File: config.mk
export PLATFORM = sky130hd
export DESIGN_NAME = dl166_run_ctrl
export DESIGN_NICKNAME = d
export VERILOG_FILES = /design/src/rtl/dl166_pkg.sv /design/src/rtl/dl166_prog_ram.sv /design/src/rtl/dl166_run_ctrl.sv
export SDC_FILE = /design/constraint.sdc
export NUM_CORES = 1
export LEC_CHECK = 0
export ABC_AREA = 0
export ABC_CLOCK_PERIOD_IN_PS = 5350
export BUFFER_PORTS_ARGS = -buffer_cell sky130_fd_sc_hd__buf_2
export CORE_UTILIZATION = 45
export CTS_CLUSTER_SIZE = 14
export DETAILED_ROUTE_END_ITERATION = 8
export PLACE_DENSITY_LB_ADDON = 0.2
export SETUP_SLACK_MARGIN = 0.3
export SLEW_MARGIN = 10
export SYNTH_ARGS = -nofsm -noshare
export SYNTH_HDL_FRONTEND = slang
export SYNTH_SLANG_ARGS = --single-unit
File: constraint.sdc
create_clock -name clk -period 5.35 [get_ports clk]
set_input_delay 0.2675 -clock clk [delete_from_list [all_inputs] [get_ports clk]]
set_output_delay 0.2675 -clock clk [all_outputs]
set_load 0.02 [all_outputs]
File: src/rtl/dl166_pkg.sv
// Shared definitions for the DL166 run-control block: command and state
// encodings, the power-on instruction, and small decode helpers.
package dl166_pkg;

  // Instruction every store word holds after reset: JMP 0, a harmless spin.
  localparam logic [7:0] RESET_INSTR = 8'h90;

  typedef enum logic [2:0] {
    OP_NOP     = 3'd0,
    OP_LOAD    = 3'd1,
    OP_RUN     = 3'd2,
    OP_STEP    = 3'd3,
    OP_HALT    = 3'd4,
    OP_BRK_SET = 3'd5,
    OP_BRK_CLR = 3'd6,
    OP_CLEAR   = 3'd7
  } op_e;

  typedef enum logic [2:0] {
    ST_IDLE = 3'd0,
    ST_LOAD = 3'd1,
    ST_RUN  = 3'd2,
    ST_STEP = 3'd3,
    ST_HALT = 3'd4
  } state_e;

  // Commands are only taken while the sequencer is not mid-load or mid-step.
  function automatic logic cmd_ready_in(input state_e st);
    return (st == ST_IDLE) || (st == ST_RUN) || (st == ST_HALT);
  endfunction

  // The core is held out of reset whenever it has (or may have) live state.
  function automatic logic core_live_in(input state_e st);
    return (st == ST_RUN) || (st == ST_STEP) || (st == ST_HALT);
  endfunction

endpackage

File: src/rtl/dl166_prog_ram.sv
// Writable program store: register file with async reinitialisation to the
// reset instruction, synchronous write port and combinational read port.
module dl166_prog_ram
  import dl166_pkg::*;
#(
  parameter int ADDR_W = 4,
  parameter int DATA_W = 8
) (
  input  logic              clk,
  input  logic              reset,
  input  logic              we,
  input  logic [ADDR_W-1:0] waddr,
  input  logic [DATA_W-1:0] wdata,
  input  logic [ADDR_W-1:0] raddr,
  output logic [DATA_W-1:0] rdata
);

  localparam int DEPTH = 2 ** ADDR_W;

  logic [DATA_W-1:0] mem_q [DEPTH];

  // Reset refills every word with the reset instruction; writes land on the clock edge.
  always_ff @(posedge clk or posedge reset) begin
    if (reset) begin
      for (int i = 0; i < DEPTH; i++) begin
        mem_q[i] <= DATA_W'(RESET_INSTR);
      end
    end else if (we) begin
      mem_q[waddr] <= wdata;
    end
  end

  assign rdata = mem_q[raddr];

endmodule

File: src/rtl/dl166_run_ctrl.sv
// Run-control sequencer for the DL166 core: loads the program store from a
// byte stream and drives cpu_rst_n/cpu_en for run, bounded run, single-step,
// halt and PC breakpoint.
module dl166_run_ctrl
  import dl166_pkg::*;
#(
  parameter int ADDR_W = 4,
  parameter int DATA_W = 8,
  parameter int CNT_W  = 16
) (
  input  logic              clk,
  input  logic              reset,
  input  logic              cmd_valid,
  output logic              cmd_ready,
  input  logic [2:0]        cmd_op,
  input  logic [CNT_W-1:0]  cmd_arg,
  input  logic              ld_valid,
  output logic              ld_ready,
  input  logic [DATA_W-1:0] ld_data,
  input  logic [ADDR_W-1:0] cpu_pc,
  output logic [DATA_W-1:0] cpu_instr,
  output logic              cpu_rst_n,
  output logic              cpu_en,
  output logic [2:0]        state,
  output logic              bp_hit,
  output logic [CNT_W-1:0]  icount
);

  localparam logic [ADDR_W:0] FULL_DEPTH = {1'b1, {ADDR_W{1'b0}}};

  state_e            state_q, state_d;
  logic [ADDR_W-1:0] ld_addr_q, ld_addr_d;
  logic [ADDR_W:0]   ld_rem_q, ld_rem_d;
  logic [CNT_W-1:0]  budget_q, budget_d;
  logic              bud_en_q, bud_en_d;
  logic              first_q, first_d;
  logic              bp_en_q, bp_en_d;
  logic [ADDR_W-1:0] bp_addr_q, bp_addr_d;
  logic              bp_hit_q, bp_hit_d;
  logic [CNT_W-1:0]  icount_q, icount_d;

  logic bp_fire_s, cpu_en_s, cmd_acc_s, ld_acc_s, we_s;

  dl166_prog_ram #(.ADDR_W(ADDR_W), .DATA_W(DATA_W)) u_ram (
    .clk   (clk),
    .reset (reset),
    .we    (we_s),
    .waddr (ld_addr_q),
    .wdata (ld_data),
    .raddr (cpu_pc),
    .rdata (cpu_instr)
  );

  // Execute enable: breakpoint blocks execution except on the first cycle after (re)entry.
  always_comb begin
    bp_fire_s = bp_en_q && (cpu_pc == bp_addr_q) && !first_q;
    case (state_q)
      ST_RUN:  cpu_en_s = !bp_fire_s;
      ST_STEP: cpu_en_s = 1'b1;
      default: cpu_en_s = 1'b0;
    endcase
    cmd_acc_s = cmd_valid && cmd_ready_in(state_q);
    ld_acc_s  = ld_valid && (state_q == ST_LOAD);
    we_s      = ld_acc_s;
  end

  // Next-state logic for the sequencer, counters and breakpoint register.
  always_comb begin
    state_d   = state_q;
    ld_addr_d = ld_addr_q;
    ld_rem_d  = ld_rem_q;
    budget_d  = budget_q;
    bud_en_d  = bud_en_q;
    first_d   = 1'b0;
    bp_en_d   = bp_en_q;
    bp_addr_d = bp_addr_q;
    bp_hit_d  = bp_hit_q;
    icount_d  = (cpu_en_s && (icount_q != {CNT_W{1'b1}})) ? icount_q + CNT_W'(1) : icount_q;

    // Breakpoint programming is honoured in every command-accepting state.
    if (cmd_acc_s && (cmd_op == OP_BRK_SET)) begin
      bp_en_d   = 1'b1;
      bp_addr_d = cmd_arg[ADDR_W-1:0];
    end else if (cmd_acc_s && (cmd_op == OP_BRK_CLR)) begin
      bp_en_d = 1'b0;
    end else begin
      bp_en_d = bp_en_q;
    end

    case (state_q)
      ST_IDLE, ST_HALT: begin
        if (cmd_acc_s) begin
          case (cmd_op)
            OP_LOAD: begin
              state_d   = ST_LOAD;
              ld_addr_d = {ADDR_W{1'b0}};
              ld_rem_d  = (cmd_arg[ADDR_W-1:0] == {ADDR_W{1'b0}}) ? FULL_DEPTH
                                                                  : {1'b0, cmd_arg[ADDR_W-1:0]};
              bp_hit_d  = 1'b0;
            end
            OP_RUN: begin
              state_d  = ST_RUN;
              budget_d = cmd_arg;
              bud_en_d = (cmd_arg != {CNT_W{1'b0}});
              first_d  = 1'b1;
              bp_hit_d = 1'b0;
            end
            OP_STEP: begin
              state_d  = ST_STEP;
              first_d  = 1'b1;
              bp_hit_d = 1'b0;
            end
            OP_CLEAR: begin
              state_d  = ST_IDLE;
              icount_d = {CNT_W{1'b0}};
              bp_en_d  = 1'b0;
              bp_hit_d = 1'b0;
            end
            default: state_d = state_q;
          endcase
        end else begin
          state_d = state_q;
        end
      end
      ST_LOAD: begin
        if (ld_acc_s) begin
          ld_rem_d = ld_rem_q - (ADDR_W + 1)'(1);
          if (ld_rem_q == (ADDR_W + 1)'(1)) begin
            state_d  = ST_IDLE;
            icount_d = {CNT_W{1'b0}};
          end else begin
            ld_addr_d = ld_addr_q + ADDR_W'(1);
          end
        end else begin
          ld_rem_d = ld_rem_q;
        end
      end
      ST_RUN: begin
        if (bp_fire_s) begin
          state_d  = ST_HALT;
          bp_hit_d = 1'b1;
        end else begin
          if (bud_en_q) begin
            budget_d = budget_q - CNT_W'(1);
          end else begin
            budget_d = budget_q;
          end
          if ((bud_en_q && (budget_q == CNT_W'(1))) || (cmd_acc_s && (cmd_op == OP_HALT))) begin
            state_d = ST_HALT;
          end else begin
            state_d = ST_RUN;
          end
        end
      end
      ST_STEP: state_d = ST_HALT;
      default: state_d = ST_IDLE;
    endcase
  end

  // Single state register for the FSM and all of its bookkeeping.
  always_ff @(posedge clk or posedge reset) begin
    if (reset) begin
      state_q   <= ST_IDLE;
      ld_addr_q <= {ADDR_W{1'b0}};
      ld_rem_q  <= {(ADDR_W + 1){1'b0}};
      budget_q  <= {CNT_W{1'b0}};
      bud_en_q  <= 1'b0;
      first_q   <= 1'b0;
      bp_en_q   <= 1'b0;
      bp_addr_q <= {ADDR_W{1'b0}};
      bp_hit_q  <= 1'b0;
      icount_q  <= {CNT_W{1'b0}};
    end else begin
      state_q   <= state_d;
      ld_addr_q <= ld_addr_d;
      ld_rem_q  <= ld_rem_d;
      budget_q  <= budget_d;
      bud_en_q  <= bud_en_d;
      first_q   <= first_d;
      bp_en_q   <= bp_en_d;
      bp_addr_q <= bp_addr_d;
      bp_hit_q  <= bp_hit_d;
      icount_q  <= icount_d;
    end
  end

  assign cpu_en    = cpu_en_s;
  assign cpu_rst_n = core_live_in(state_q);
  assign cmd_ready = cmd_ready_in(state_q);
  assign ld_ready  = (state_q == ST_LOAD);
  assign state     = state_q;
  assign bp_hit    = bp_hit_q;
  assign icount    = icount_q;

endmodule

# --- After elaboration in Yosys (flattened, before gate mapping) ---
# Cells that the tools add are included.
word_totals:
  reg_bits: 180
  latchBits: 0
  ram_bits: 0
  romBits: 0
  in_bits: 35
  output_inout_bits: 32
  n_memories: 0
op_classes:
  n_addsub: 4
  multipliers: 0
  n_div: 0
  magnitude_cmp: 3
  eq_ne: 26
  shift: 0
  mux: 47
  bitwise: 2
  reduce_logical: 31
op_table:
  columns: ["operator", "count"]
  rows:
  - ["$mux 16", 9]
  - ["$bwmux 128", 1]
  - ["$pmux 16 s2", 2]
  - ["$bmux 8 s4", 1]
  - ["$demux 8 s4", 1]
  - ["$mux 8", 3]
  - ["$pmux 3 s4", 2]
  - ["$mux 5", 4]
  - ["$add 16x1->16 const B", 1]
  - ["$eq 16x1->1 const B", 1]
  - ["$mux 4", 4]
  - ["$ne 16x16->1 const B", 1]
  - ["$reduce_bool 16->1", 1]
  - ["$sub 16x1->16 const B", 1]
  - ["$eq 3x3->1 const B", 5]
  - ["$mux 3", 5]
  - ["$eq 3x2->1 const B", 4]
  - ["$ne 2x2->1 const B", 6]
  - ["$reduce_and 4->1", 3]
  - ["$mux 1", 11]
  - ["$ge 5x5->1 const B", 2]
  - ["$logic_and 1x1->1", 10]
  - ["$not 4->5", 2]
  - ["$pmux 5 s2", 1]
  - ["other kinds (19)", 32]

# --- Logic depth before layout (Yosys ltp) ---
# Gate-level depths: netlist (run 1).
logic_depth:
  word_depth: 10
  mapped_depth: 8

# --- Cells and area by module ---
# From an unflattened synthesis (run 1), not the netlist that was laid out.
unflattened:
  cells_unflattened: 726
  area_unflattened_um2: 9031.2
modules_own_cells:
  columns: ["module", "instances", "cells_per_inst", "area_per_inst_um2", "seq_area_each_um2"]
  rows:
  - ["dl166_prog_ram", 1, 369, 5993.2, 3243.1]
  - ["dl166_run_ctrl", 1, 357, 3037.9, 1301.2]

# --- Least setup slack after synthesis (run 1) ---
# No wires, ideal clock.
synth_path:
  kind: "register to register"
  startpoint: "register state_q[0], in the netlist state[0]"
  endpoint: "register u_ram.mem_q[0] (netlist bit)"
  setup_time_ps: 125
  arrival_time_ps: 1967
  required_ps: 5225
  setup_slack_ps: 3258
  path_stages_with_launch: 7
  path_buffers: 1
  path_cell_list: "dfrtp_1 buf_2 or3b_2 a21oi_4 nor3_4 nand3_2 mux2_2"
synth_via:
  elab_chain_cells: 2
synth_rtl:
  columns: ["element", "line", "rtl"]
  rows:
  - ["start, declared", "dl166_run_ctrl.sv:31", "state_e state_q, state_d;"]
  - ["start signal, assigned", "dl166_run_ctrl.sv:174", "state_q <= state_d;"]
  - ["$eq 3x1->1", "dl166_run_ctrl.sv:63", "ld_acc_s = ld_valid && (state_q == ST_LOAD);"]
  - ["$logic_and 1x1->1", "dl166_run_ctrl.sv:63", null]
  - ["end signal, assigned by index", "dl166_prog_ram.sv:26", "mem_q[i] <= DATA_W'(RESET_INSTR);"]
  - ["end signal, assigned by index", "dl166_prog_ram.sv:29", "mem_q[waddr] <= wdata;"]
  - ["end, declared", "dl166_prog_ram.sv:20", "logic [DATA_W-1:0] mem_q [DEPTH];"]
# No other way between the ends.
# A chain may end at the register's enable or synchronous reset.

# --- Final worst setup path (run 1) ---
layout_path:
  startpoint: "input cpu_pc[1]"
  endpoint: "output cpu_en"
layout_via:
  elab_chain_cells: 5
layout_rtl:
  columns: ["element", "line", "rtl"]
  rows:
  - ["start, declared", "dl166_run_ctrl.sv:20", "input logic [ADDR_W-1:0] cpu_pc,"]
  - ["$eq 4x4->1", "dl166_run_ctrl.sv:56", "bp_fire_s = bp_en_q && (cpu_pc == bp_addr_q) && !first_q;"]
  - ["$logic_and 1x1->1 (2 in a row)", "dl166_run_ctrl.sv:56", null]
  - ["$logic_not 1->1", "dl166_run_ctrl.sv:58", "ST_RUN: cpu_en_s = !bp_fire_s;"]
  - ["$pmux 1 s2", "dl166_run_ctrl.sv:57", "case (state_q)"]
  - ["end, declared", "dl166_run_ctrl.sv:23", "output logic cpu_en,"]
# No other way between the ends.

==> impl_metrics.csv, run 1 <==
group,metric,value,unit
clocking,insertion_delay,430,ps
sta,hold_violations,0,
floorplan,dieWidth,144.2,microns
place,gp_congestion,0.8351,
sta,fin_skew,11.61,ps
synth,synth_seq_cells,180,
finish,fin_nets,784,
floorplan,rows,51,
finish,multi_input_area,4295,sq um
finish,nFillCells,1726,
sta,period_needed,2907,ps
floorplan,core,19650,sq um
setup_path,worstRegToRegCells,5,
synth,yosysUniqueCellTypes,72,
setup_path,timing.rr.start,"state[0]$_DFFE_PP0P_",
setup_path,crit_path_start,"cpu_pc[1]",
drt,via_count,5996,
synth,synth_nets,739,
setup_path,worstPathMaxFanout,33,
sta,fin_setup_tns,0,ps
synth,yosysSeqAreaShare,49.94,%
setup_path,endpoint,"cpu_en",
flow_run,drv_cap,0,
sta,timing.hold.ws,128.6,ps
sta,grt_setup_unrepaired,"false",
setup_path,cp-start-kind,"input pin",
synth,synth_warnings,0,
finish,final_common_cell,"dfrtp_1",
global_routing,grt_max_degree,181,
clocking,clk_pin_slew,60,ps
clocking,cts_resized,0,
setup_path,crit_path_end_kind,"primary output",
synth,synth-edff-count,0,
clocking,cts.htree.levels,4,
drt,drtAntennaViolNets,0,
outcome,outcome,"finished clean",
setup_path,crit_arrival,2640,ps
finish,seqCellArea,4544,sq um
clocking,clk_path_buf_depth,2,
synth,synth_ff_type,"dfrtp_1",
power,p_total,5.345,mW
finish,drive_gt1_share,43.16,%
synth,async_flop_share,100.0,%
floorplan,ios,67,
floorplan,die_y,144.2,microns
setup_path,timing.rr.end,"budget_q[0]$_DFFE_PP0P_",
global_routing,grt_pass1_vias,6225,
global_routing,globalRouteOverflowTotal,0,
sta,finalMaxSlewViolations,0,
drt,first_iter_violations,314,
power,ir_drop,0.3056,mV
power,power_density,521.4,nW/um^2
finish,areaGrowthSynthToFinish,12.65,%
floorplan,initial_core_util,46.30,%
clocking,clockRootBuffer,"clkbuf_16",
place,hpwl,13410,microns
clocking,clock-sinks,180,
floorplan,dieArea,20800,sq um
clocking,cts_setup_buffers,0,
synth,syn-cell-area,9100,sq um
clocking,cts_tree,"yes",
global_routing,grt_pass1_wl,33950,microns
synth,syn_area_per_cell,13.09,sq um
finish,design_area,10250,sq um
drt,avgRoutedWirePerCell,20.82,microns
drt,routed_wl,21190,microns
drt,vias_per_cell,5.890,
place,numPortBuffers,66,
sta,fmax,0.3440,GHz
sta,period_share,54.34,%
global_routing,antenna_found_initial,0,
sta,worst_slew_pin_slew,1001,ps
synth,synth_cells,695,
min_path,hp-class,"in2async",
drt,dr.pass1.iters,4,
finish,diodes,0,
power,power_leakage,4.468,nW
sta,slew_headroom,33.26,%
clocking,numCtsBuffers,17,
setup_path,reg2reg_slack,2530,ps
setup_path,worstSetupPathType,"in2out",
setup_path,required,5080,ps
clocking,hold_buffers,0,
finish,final_util,52.16,%
place,placed_cell_area,9594,sq um
sta,setup_viol,0,
global_routing,grt_usage,22.07,%
drt,remaining_drc_errors,0,
finish,final_cell_mix,"dfrtp_1 (148), mux2_2 (126), buf_2 (66)",
[cells in the mapped netlist (3+ instances only)]
cell | n | area [sq um]
xnor2_1 | 6 | 52.55
o22a_1 | 4 | 35.03
ha_1 | 9 | 112.6
nor3_1 | 20 | 100.1
nand4_1 | 10 | 62.56
nor4_1 | 10 | 62.56
buf_2 | 15 | 75.07
or4_1 | 7 | 52.55
a31oi_1 | 5 | 31.28
inv_1 | 15 | 56.30
and3_1 | 6 | 37.54
o31ai_1 | 8 | 60.06
nand2_1 | 30 | 112.6
a21o_1 | 3 | 22.52
mux2i_1 | 7 | 70.07
o22ai_1 | 5 | 31.28
o21ai_0 | 13 | 65.06
nor2_1 | 26 | 97.59
dfstp_2 | 32 | 840.8
clkbuf_1 | 21 | 78.83
nand3_1 | 8 | 40.04
mux4_2 | 40 | 900.9
mux2_2 | 126 | 1419
mux2_1 | 6 | 67.56
dfrtp_1 | 148 | 3704
a21oi_1 | 24 | 120.1
nor2b_1 | 3 | 18.77
nand3_4 | 3 | 52.55
nand2_2 | 12 | 75.07
o211ai_1 | 6 | 45.04
and4_1 | 4 | 35.03
buf_4 | 6 | 45.04
nand2b_1 | 3 | 18.77
and2_1 | 3 | 18.77
a22oi_1 | 3 | 22.52
[metal layers]
metal | global-route usage, % | up-vias | wire [microns]
li1 | - | 2730 | -
met1 | 28.91 | 3097 | 9534
met2 | 36.56 | 149 | 10460
met3 | 4.470 | 20 | 801
met4 | 7.424 | 0 | 392
met5 | 0 | - | 0
[critical path, stage by stage]
cell and delay (ps):
buf_2 710, xnor2_1 210, nand3b_1 280, o31ai_4 870
inv_1 80, buf_2 190
[cell families after synthesis]
logic type / after synthesis / share of synthesized area [%]
flops: 180 / 49.94
buf+inv: 58 / 2.860
fa+ha+maj: 10 / 1.347
xor+xnor: 6 / 0.5775
simple gates: 164 / 10.45
mux: 179 / 27.00
compound gates: 98 / 7.824
[registers in the layout, indices dropped and copies added (netlist names)]
register and flops:
bud_en_q 1, bp_addr_q 4, u_ram.mem_q 128, state 3
ld_rem_q 5, icount 16, budget_q 16, first_q 1
ld_addr_q 4, bp_hit 1, bp_en_q 1
[worst min path at each step]
stage	depth (start not counted)	endpoint	slack, ps
6_report	3	u_ram.mem_q[46]$_DFFE_PP0P_	130
3_5_place_dp	1	u_ram.mem_q[11]$_DFFE_PP0P_	480
3_3_place_gp	1	u_ram.mem_q[9]$_DFFE_PP0P_	470
2_1_floorplan	2	first_q$_DFF_PP0_	410
4_1_cts	2	state[0]$_DFFE_PP0P_	120
5_1_grt	3	budget_q[13]$_DFFE_PP0P_	140
[metrics by stage]
step | instances | worst slack [ps]
5_1_grt | 1018 | 2252
3_5_place_dp | 986 | 2444
4_1_cts | 1018 | 2429
6_report | 1018 | 2443
3_3_place_gp | 986 | 2500
2_1_floorplan | 695 | 2800
[layout make-up]
class / instances / area share [%]
inverters: 16 / 0.6347
clock buffers: 19 / 4.418
well taps: 265 / 3.234
repair buffers: 68 / 3.491
flip-flops and latches: 180 / 44.33
clock inverters: 13 / 1.990
multi-input cells: 457 / 41.90
[power breakdown]
part	leakage [nW]	switching (mW)	internal (mW)
logic	1.92	0.745	0.835
registers	2.22	0.382	2.00
clock network	0.325	0.531	0.854
total	4.47	1.66	3.69
No activity file was read; power rests on OpenSTA's default activity.
==> inputs of run 2 (changes only) <==
--- a/config.mk
+++ b/config.mk
@@ -6,7 +6,7 @@
 export NUM_CORES = 1
 export LEC_CHECK = 0
 export ABC_AREA = 0
-export ABC_CLOCK_PERIOD_IN_PS = 5350
+export ABC_CLOCK_PERIOD_IN_PS = 2400
 export BUFFER_PORTS_ARGS = -buffer_cell sky130_fd_sc_hd__buf_2
 export CORE_UTILIZATION = 45
 export CTS_CLUSTER_SIZE = 14
==> constraint.sdc (replaced) <==
create_clock -name clk -period 2.4 [get_ports clk]
set_input_delay 0.12 -clock clk [delete_from_list [all_inputs] [get_ports clk]]
set_output_delay 0.12 -clock clk [all_outputs]
set_load 0.02 [all_outputs]
==> impl_metrics.csv, run 2 (same netlist as run 1, synthesis figures left out) <==
group,metric,value,unit
floorplan,dieWidth,144.2,microns
clocking,insertion_delay,420,ps
floorplan,rows,51,
floorplan,dieArea,20800,sq um
power,power_switching,3.892,mW
power,ir_drop,0.5451,mV
floorplan,initial_core_util,46.30,%
global_routing,grt_usage,22.07,%
floorplan,core,19650,sq um
setup_path,critPathMaxStageDelay,550,ps
finish,fin_cells,1056,
setup_path,cp_common_cell,"mux4_2",
global_routing,grt_pass1_wl,34530,microns
power,power_leakage,4.719,nW
finish,largest_register_ffs,128,
global_routing,globalRouteOverflowTotal,0,
sta,worst_slew_pin_slew,855.7,ps
global_routing,grt_pass1_vias,6406,
power,clkPwrFrac,24.2,%
drt,remaining_drc_errors,0,
setup_path,crit_path_end_kind,"primary output",
finish,final_cell_mix,"dfrtp_1 (147), mux2_2 (125), buf_2 (58)",
min_path,hp-class,"in2reg",
sta,grt_setup_unrepaired,"true",
clocking,cts_tree,"yes",
sta,finalMaxSlewViolations,0,
power,seqPwrFrac,43.2,%
setup_path,worstPathMaxFanout,2,
outcome,outcome,"finished clean",
power,p_int,8.428,mW
clocking,clk_path_buf_depth,2,
drt,dr.pass1.iters,5,
finish,areaGrowthSynthToFinish,17.60,%
finish,fin_nets,823,
setup_path,crit_arrival,2020,ps
drt,first_iter_violations,342,
drt,via_count,6230,
place,hpwl,14500,microns
sta,period_needed,2139,ps
finish,regMostFlops,"u_ram.mem_q",
sta,slew_headroom,42.96,%
drt,vias_per_cell,5.900,
place,dpl.cell_count,1006,
clocking,clockRootBuffer,"clkbuf_16",
clocking,clk_pin_slew,70,ps
clocking,clock-sinks,180,
sta,fin_skew,6.087,ps
drt,drtAntennaViolNets,0,
clocking,numCtsBuffers,17,
place,preCtsSetupSlack,256.4,ps
sta,period_share,89.15,%
floorplan,die_y,144.2,microns
floorplan,ios,67,
setup_path,worstSetupPathType,"reg2out",
finish,nFillCells,1690,
setup_path,crit_slowest_cell,"mux4_2",
power,p_sw_share,31.59,%
setup_path,required,2280,ps
setup_path,crit_chain,"mux4_2 -> mux4_2 -> buf_6",
place,gp_congestion,0.8742,
sta,fin_setup_tns,0,ps
sta,setup_ws,260.5,ps
setup_path,cp-start-kind,"register",
finish,final_common_cell,"dfrtp_1",
global_routing,antenna_found_initial,0,
sta,fmax,0.4674,GHz
sta,timing.hold.ws,17.29,ps
global_routing,grt_max_degree,153,
drt,avgRoutedWirePerCell,20.34,microns
power,power_density,1151,nW/um^2
drt,routed_wl,21480,microns
flow_run,drv_cap,0,
finish,diodes,0,
finish,drive_gt1_share,46.65,%
place,numPortBuffers,66,
sta,hold_violations,0,
power,power_frac_comb,32.7,%
power,p_total,12.32,mW
clocking,cts.htree.levels,4,
sta,setup_viol,0,
-- run 2: cell types whose count changed in the layout (fill, tap and decap cells not counted), moves of 2 or more --
cell,change
nor4_2,+2
buf_2,-8
buf_4,+30
buf_6,+9
clkinvlp_4,+3
and3_1,-4
dlygate4sd3_1,+7
nand2_2,-7
nor4_1,-2
and3_2,+3
nand2_4,+7
-- run 2: power groups by stage --
stage	Sequential (mW)	Clock (mW)	Combinational, mW
after floorplan	5.06	0	2.95
after global placement	5.24	0	3.60
after detailed placement	5.35	0	3.74
after CTS	5.31	3.04	3.90
after global routing	5.47	3.18	4.36
final	5.32	2.98	4.02
-- run 2: stage by stage --
step,area [sq um],utilization [%]
global placement,9757,49.64
floorplan,9104,-
detailed placement,9757,49.64
finish,10700,54.45
CTS,10560,53.75
global route,10700,54.45
-- run 2: path summary, 6_finish.rpt --
check / endpoint / startpoint / slack [ps] / cells after the start
max: cpu_instr[6] / u_ram.mem_q[6]$_DFFE_PP0P_ / 260 / 3
min: bp_en_q$_DFF_PP0_ / cmd_op[0] / 20 / 3
max reg2reg: u_ram.mem_q[2]$_DFFE_PP0P_ / state[2]$_DFFE_PP0P_ / 340 / 4
min reg2reg: u_ram.mem_q[11]$_DFFE_PP0P_ / u_ram.mem_q[11]$_DFFE_PP0P_ / 490 / 1
max in group asynchronous: u_ram.mem_q[120]$_DFFE_PP0P_ / reset / 1280 / 4
min in group asynchronous: icount[3]$_DFF_PP0_ / reset / 370 / 4
-- run 2: cell type report --
| cell class | count | area (sq um) | area share [%] |
|---|---|---|---|
| Clock buffer | 19 | 452.9 | 4.232 |
| Clock inverter | 12 | 178.9 | 1.672 |
| Timing Repair Buffer | 107 | 734.5 | 6.863 |
| Sequential cell | 180 | 4546 | 42.48 |
| Inverter | 16 | 65.06 | 0.6080 |
| Tap cell | 265 | 331.6 | 3.098 |
| Multi-Input combinational cell | 457 | 4393 | 41.05 |
-- run 2: worst max-delay path, delay by kind of cell, from the launching register on --
family | cells | cell delay, ps
mux | 2 | 1050
flops | 1 | 380
buf+inv | 1 | 160
-- run 2: repair_timing --
item,in CTS,in global routing
pin swaps,2,3
hold buffers,7,0
endpoints found under the hold margin,64,0
endpoints found under the setup margin,40,129
gates resized for setup,18,22
buffers inserted,5,7
-- run 2: metal layers --
layer | global-route usage, % | part of all wire (%)
met5 | 0 | 0
met4 | 6.925 | 1.8
met1 | 28.75 | 44
met3 | 4.106 | 3.8
met2 | 37.30 | 50
